--- src/rtl/uart_rx.sv ---
`default_nettype none
// ============================================================================
//  Module      : uart_rx
//  Description : Oversampling UART receiver (start/data/stop), LSB first.
//  Revision    : 1.0  initial release
// ============================================================================
module uart_rx #(
  parameter int DATA_BITS  = 8,
  parameter int OVERSAMPLE = 16
) (
  input  logic                 clk,
  input  logic                 rst_n,
  input  logic                 I_rx_en,
  input  logic                 I_baudrate_rx_clk,
  input  logic                 I_rx_serial,
  output logic [DATA_BITS-1:0] O_rx_data,
  output logic                 O_rx_valid,
  output logic                 O_rx_frame_err,
  output logic                 O_rx_busy
);

  localparam int                  c_TICK_W    = $clog2(OVERSAMPLE);
  localparam logic [c_TICK_W-1:0] c_TICK_MID  = c_TICK_W'(OVERSAMPLE/2 - 1);
  localparam logic [c_TICK_W-1:0] c_TICK_LAST = c_TICK_W'(OVERSAMPLE - 1);
  localparam logic [c_TICK_W-1:0] c_TICK_ONE  = c_TICK_W'(1);
  localparam logic [2:0]          c_BIT_LAST  = 3'(DATA_BITS - 1);
  localparam logic [2:0]          c_BIT_ONE   = 3'd1;

  typedef enum logic [1:0] {
    S_IDLE  = 2'd0,
    S_START = 2'd1,
    S_DATA  = 2'd2,
    S_STOP  = 2'd3
  } state_t;

  logic                 r_sync_meta;
  logic                 r_sync_line;
  logic                 r_line_prev;
  state_t               r_state;
  logic [c_TICK_W-1:0]  r_tick;
  logic [2:0]           r_bit;
  logic [DATA_BITS-1:0] r_shift;
  logic [DATA_BITS-1:0] r_data;
  logic                 r_valid;
  logic                 r_frame_err;

  state_t               w_state_nx;
  logic [c_TICK_W-1:0]  w_tick_nx;
  logic [2:0]           w_bit_nx;
  logic [DATA_BITS-1:0] w_shift_nx;
  logic [DATA_BITS-1:0] w_data_nx;
  logic                 w_valid_nx;
  logic                 w_frame_err_nx;
  logic                 w_fall;

  // Edge detect on the synchronized line: a line held low (break) never
  // re-triggers until it has been seen high again.
  assign w_fall = r_line_prev & ~r_sync_line;

  always_ff @(posedge clk or negedge rst_n) begin
    if (!rst_n) begin
      r_sync_meta <= 1'b1;
      r_sync_line <= 1'b1;
      r_line_prev <= 1'b1;
    end else begin
      r_sync_meta <= I_rx_serial;
      r_sync_line <= r_sync_meta;
      r_line_prev <= r_sync_line;
    end
  end

  always_ff @(posedge clk or negedge rst_n) begin
    if (!rst_n) begin
      r_state     <= S_IDLE;
      r_tick      <= '0;
      r_bit       <= '0;
      r_shift     <= '0;
      r_data      <= '0;
      r_valid     <= 1'b0;
      r_frame_err <= 1'b0;
    end else begin
      r_state     <= w_state_nx;
      r_tick      <= w_tick_nx;
      r_bit       <= w_bit_nx;
      r_shift     <= w_shift_nx;
      r_data      <= w_data_nx;
      r_valid     <= w_valid_nx;
      r_frame_err <= w_frame_err_nx;
    end
  end

  always_comb begin
    w_state_nx     = r_state;
    w_tick_nx      = r_tick;
    w_bit_nx       = r_bit;
    w_shift_nx     = r_shift;
    w_data_nx      = r_data;
    w_valid_nx     = 1'b0;
    w_frame_err_nx = 1'b0;

    if (!I_rx_en) begin
      w_state_nx = S_IDLE;
      w_tick_nx  = '0;
      w_bit_nx   = '0;
    end else begin
      unique case (r_state)
        S_IDLE: begin
          if (w_fall) begin
            w_state_nx = S_START;
            w_tick_nx  = '0;
            w_bit_nx   = '0;
          end
        end

        S_START: begin
          if (I_baudrate_rx_clk) begin
            if (r_tick == c_TICK_MID) begin
              // Mid start bit: a high line means the edge was a glitch.
              w_state_nx = r_sync_line ? S_IDLE : S_DATA;
              w_tick_nx  = '0;
              w_bit_nx   = '0;
            end else begin
              w_tick_nx = r_tick + c_TICK_ONE;
            end
          end
        end

        S_DATA: begin
          if (I_baudrate_rx_clk) begin
            if (r_tick == c_TICK_LAST) begin
              w_shift_nx = {r_sync_line, r_shift[DATA_BITS-1:1]};
              w_tick_nx  = '0;
              w_bit_nx   = r_bit + c_BIT_ONE;
              if (r_bit == c_BIT_LAST) begin
                w_state_nx = S_STOP;
                w_bit_nx   = '0;
              end
            end else begin
              w_tick_nx = r_tick + c_TICK_ONE;
            end
          end
        end

        S_STOP: begin
          if (I_baudrate_rx_clk) begin
            if (r_tick == c_TICK_LAST) begin
              if (r_sync_line) begin
                w_data_nx  = r_shift;
                w_valid_nx = 1'b1;
              end else begin
                w_frame_err_nx = 1'b1;
              end
              w_state_nx = S_IDLE;
              w_tick_nx  = '0;
            end else begin
              w_tick_nx = r_tick + c_TICK_ONE;
            end
          end
        end

        default: begin
          w_state_nx = S_IDLE;
          w_tick_nx  = '0;
          w_bit_nx   = '0;
        end
      endcase
    end
  end

  assign O_rx_data      = r_data;
  assign O_rx_valid     = r_valid;
  assign O_rx_frame_err = r_frame_err;
  assign O_rx_busy      = (r_state != S_IDLE);

endmodule
`default_nettype wire

--- config.mk ---
export PLATFORM = sky130hd
export DESIGN_NAME = uart_rx
export DESIGN_NICKNAME = d
export VERILOG_FILES = /design/src/rtl/uart_rx.sv
export SDC_FILE = /design/constraint.sdc
export NUM_CORES = 1
export LEC_CHECK = 0
export ABC_AREA = 1
export CORE_ASPECT_RATIO = 2
export CORE_MARGIN = 3
export CORE_UTILIZATION = 54
export DETAILED_ROUTE_END_ITERATION = 10
export PLACE_DENSITY = 0.79
export SLEW_MARGIN = 0
export SYNTH_ARGS = -nofsm -noshare
export SYNTH_HDL_FRONTEND = slang
export SYNTH_SLANG_ARGS = --single-unit
--- constraint.sdc ---
create_clock -name clk -period 1.81 [get_ports clk]
set_input_delay 0.2715 -clock clk [delete_from_list [all_inputs] [get_ports clk]]
set_output_delay 0.2715 -clock clk [all_outputs]
set_load 0.02 [all_outputs]
==> results.py <==
metrics = {
    "global_routing": {
        "track_usage_pct": 19.31,
        "grt_pass1_vias": 1120,
        "grt_max_degree": 31,
        "antenna_found_initial": 0,
        "grt_first_pass_wirelength_um": 4809,
        "grt_overflow": 0,
    },
    "run": {
        "drv_cap": 0,
    },
    "yosys": {
        "synth_nets": 170,
        "synth_area_leaders": "dfrtp_1 (48%), nand2_1 (12%), o21ai_2 (6.8%), inv_1 (5.8%), dfstp_2 (5.5%)",
        "syn_area_um2": 1421,
        "yosys_warnings": 0,
        "yosysSeqAreaShare_pct": 53.08,
        "yosys.area.top_type_share_pct": 47.54,
        "syn_avg_cell_area_um2": 8.774,
        "ys_seq_elements": 30,
        "synth_cell_types": 19,
        "yosys.area.top_type": "dfrtp_1",
        "postSynthCellCount": 162,
    },
    "timing": {
        "whs_ns": 0.3501,
        "worst_pin_slew_ns": 0.3652,
        "rsz0062_at_grt": "no",
        "fin_crit_ns": 1.525,
        "max_clock_freq_mhz": 655.9,
        "skew_ns": 0.006761,
        "fin_crit_sh_pct": 84.23,
        "setup_viol": 0,
        "maxSlewHeadroom_pct": 75.66,
        "finalHoldViolations": 0,
        "slew_viol_final": 0,
        "setup_tns_ns": 0,
    },
    "setup_path": {
        "slowest_delay_ns": 0.59,
        "path_max_fanout": 12,
        "crit_slowest_cell": "dfstp_2",
        "cpMostUsedCell": "nand2_1",
        "r2r-start": "r_sync_line",
        "startpoint": "r_sync_line",
        "cp-end-kind": "register",
        "crit_path_start_kind": "register",
        "path_cells": "inv_1, nand2_1, nand3_1, nand2_1, nor2_1, nand2_1, nand2_1",
        "critPathRequiredTime_ns": 1.98,
        "crit_type": "register to register",
        "arrival_ns": 1.69,
    },
    "clock_network": {
        "clkTransAtPathRegs_ns": 0.06,
        "cts_tree": "built",
        "numCtsBuffers": 5,
        "clk_latency_ns": 0.28,
        "clock_path_buffers": 2,
        "h-tree-depth": 2,
        "cts-root-buf": "clkbuf_8",
        "post-cts-setup-buffers": 0,
        "cts_sinks": 30,
    },
    "final_layout": {
        "fin_area_um2": 1677,
        "drive_above_1_share_pct": 15.76,
        "syn_to_final_growth_pct": 17.96,
        "nets": 191,
        "diodes": 0,
        "layout.cells.most_common_list": "nand2_1 (47), dfrtp_1 (27), inv_1 (22)",
        "fillers": 207,
        "utilization_pct": 68.72,
        "final_common_cell": "nand2_1",
    },
    "pwr": {
        "power_w": 0.001714,
        "power.leakage_nw": 0.8246,
        "peakVddDrop_v": 0.0006691,
        "p_per_area_nw_per_um2": 1022,
    },
    "placement": {
        "place.gp.congestion": 0.9288,
        "io_buffers": 15,
        "dpl_cell_area_um2": 1587,
        "hpwlAfterDp_um": 1977,
    },
    "die": {
        "dieWidth_um": 42.28,
        "io_pins": 16,
        "die_area_um2": 3321,
        "initial_core_util_pct": 58.26,
        "rows": 25,
        "core-area_um2": 2440,
        "die_y_um": 78.56,
    },
    "detailed_routing": {
        "routedWlPerCell_um": 12.46,
        "drt_pass1_iterations": 5,
        "post-route-drc-count": 0,
        "dr_total_vias": 1102,
        "wl_um": 2629,
        "drt.antenna.violating_nets": 0,
        "drt_iter0_drc": 55,
        "vias_per_cell": 5.223,
    },
    "worst_hold_path": {
        "worstHoldStart": "r_sync_meta",
        "hp-class": "register to register",
    },
    "outcome": {
        "status": "complete, no violations",
    },
}
## cells by family (layout without fill, tap and decap cells)
kind of cell             count (synthesis)  count (layout)  synth area share, %
AND/OR/NAND/NOR                         80              80                24.47
buffers and inverters                   26              48                8.450
adder cells (fa/ha/maj)                  3               3                2.641
AO/OA/AOI/OAI                           23              23                11.36
flip-flops                              30              30                53.08
## worst max-delay path, delay by kind of cell, from the launching register on
family / cells / cell delay, ns
DFF: 1 / 0.59
buffers and inverters: 1 / 0.09
and+or+nand+nor: 6 / 0.72
## what timing repair did
| action | 4_1_cts | 5_1_grt |
|---|---|---|
| setup endpoints to repair | 0 | 2 |
| gates resized for setup | 0 | 2 |
| hold buffers | 0 | 0 |
## final timing paths
path / endpoint / slack, ns / cells after the start
min reg2reg: r_sync_line / 0.35 / 0
max reg2reg: r_state[0] / 0.29 / 7
min: r_sync_line / 0.35 / 0
max: r_state[0] / 0.29 / 7
max in group asynchronous: r_line_prev / 1.12 / 2
min in group asynchronous: O_rx_frame_err / 0.37 / 2
## synth_stat cells (all sizes together)
master,instances
nand2,47
dfrtp,27
inv,23
o21ai,19
nor2,18
nand3,12
buf,3
dfstp,3
ha,3
a21oi,2
o21bai,2
and2,1
nand4,1
nor4,1
## sequential cells by signal, indices dropped and copies added (netlist names), 2 cells and up
| signal | cells |
|---|---|
| r_shift | 8 |
| r_state | 2 |
| r_bit | 3 |
| r_tick | 4 |
| O_rx_data | 8 |
## layout make-up
| type | count | area (um^2) | share of cell area (%) |
|---|---|---|---|
| multi-input cells | 106 | 554.3 | 33.06 |
| clock buffers | 8 | 80.08 | 4.776 |
| flip-flops and latches | 30 | 754.5 | 45.00 |
| inverters | 23 | 86.33 | 5.149 |
| repair buffers | 17 | 167.7 | 10.00 |
| well taps | 27 | 33.78 | 2.015 |
## through the flow
| step | setup WS (ns) | std cells |
|---|---|---|
| 2_1_floorplan | 0.4763 | 162 |
| 3_3_place_gp | 0.08522 | 203 |
| 3_5_place_dp | 0.02115 | 203 |
| 4_1_cts | 0.02047 | 211 |
| 5_1_grt | 0.1327 | 211 |
| 6_report | 0.2854 | 211 |
## where the power goes
part           switching (W)  internal, W  total (W)
Clock               0.000228     0.000272   0.000500
Sequential         0.0000507     0.000721   0.000772
Combinational       0.000288     0.000153   0.000441
## layer usage
layer / GRT usage (%) / wire (um) / share of wire, % / vias to the layer above
met5: 0 / 0 / 0 / -
met4: 13.71 / 79 / 3.0 / 0
met3: 5.734 / 128 / 4.9 / 8
met2: 31.65 / 1420 / 54 / 30
met1: 20.39 / 1000 / 38 / 517
li1: - / - / - / 547
Note: power is estimated with default switching activity, not from simulation.
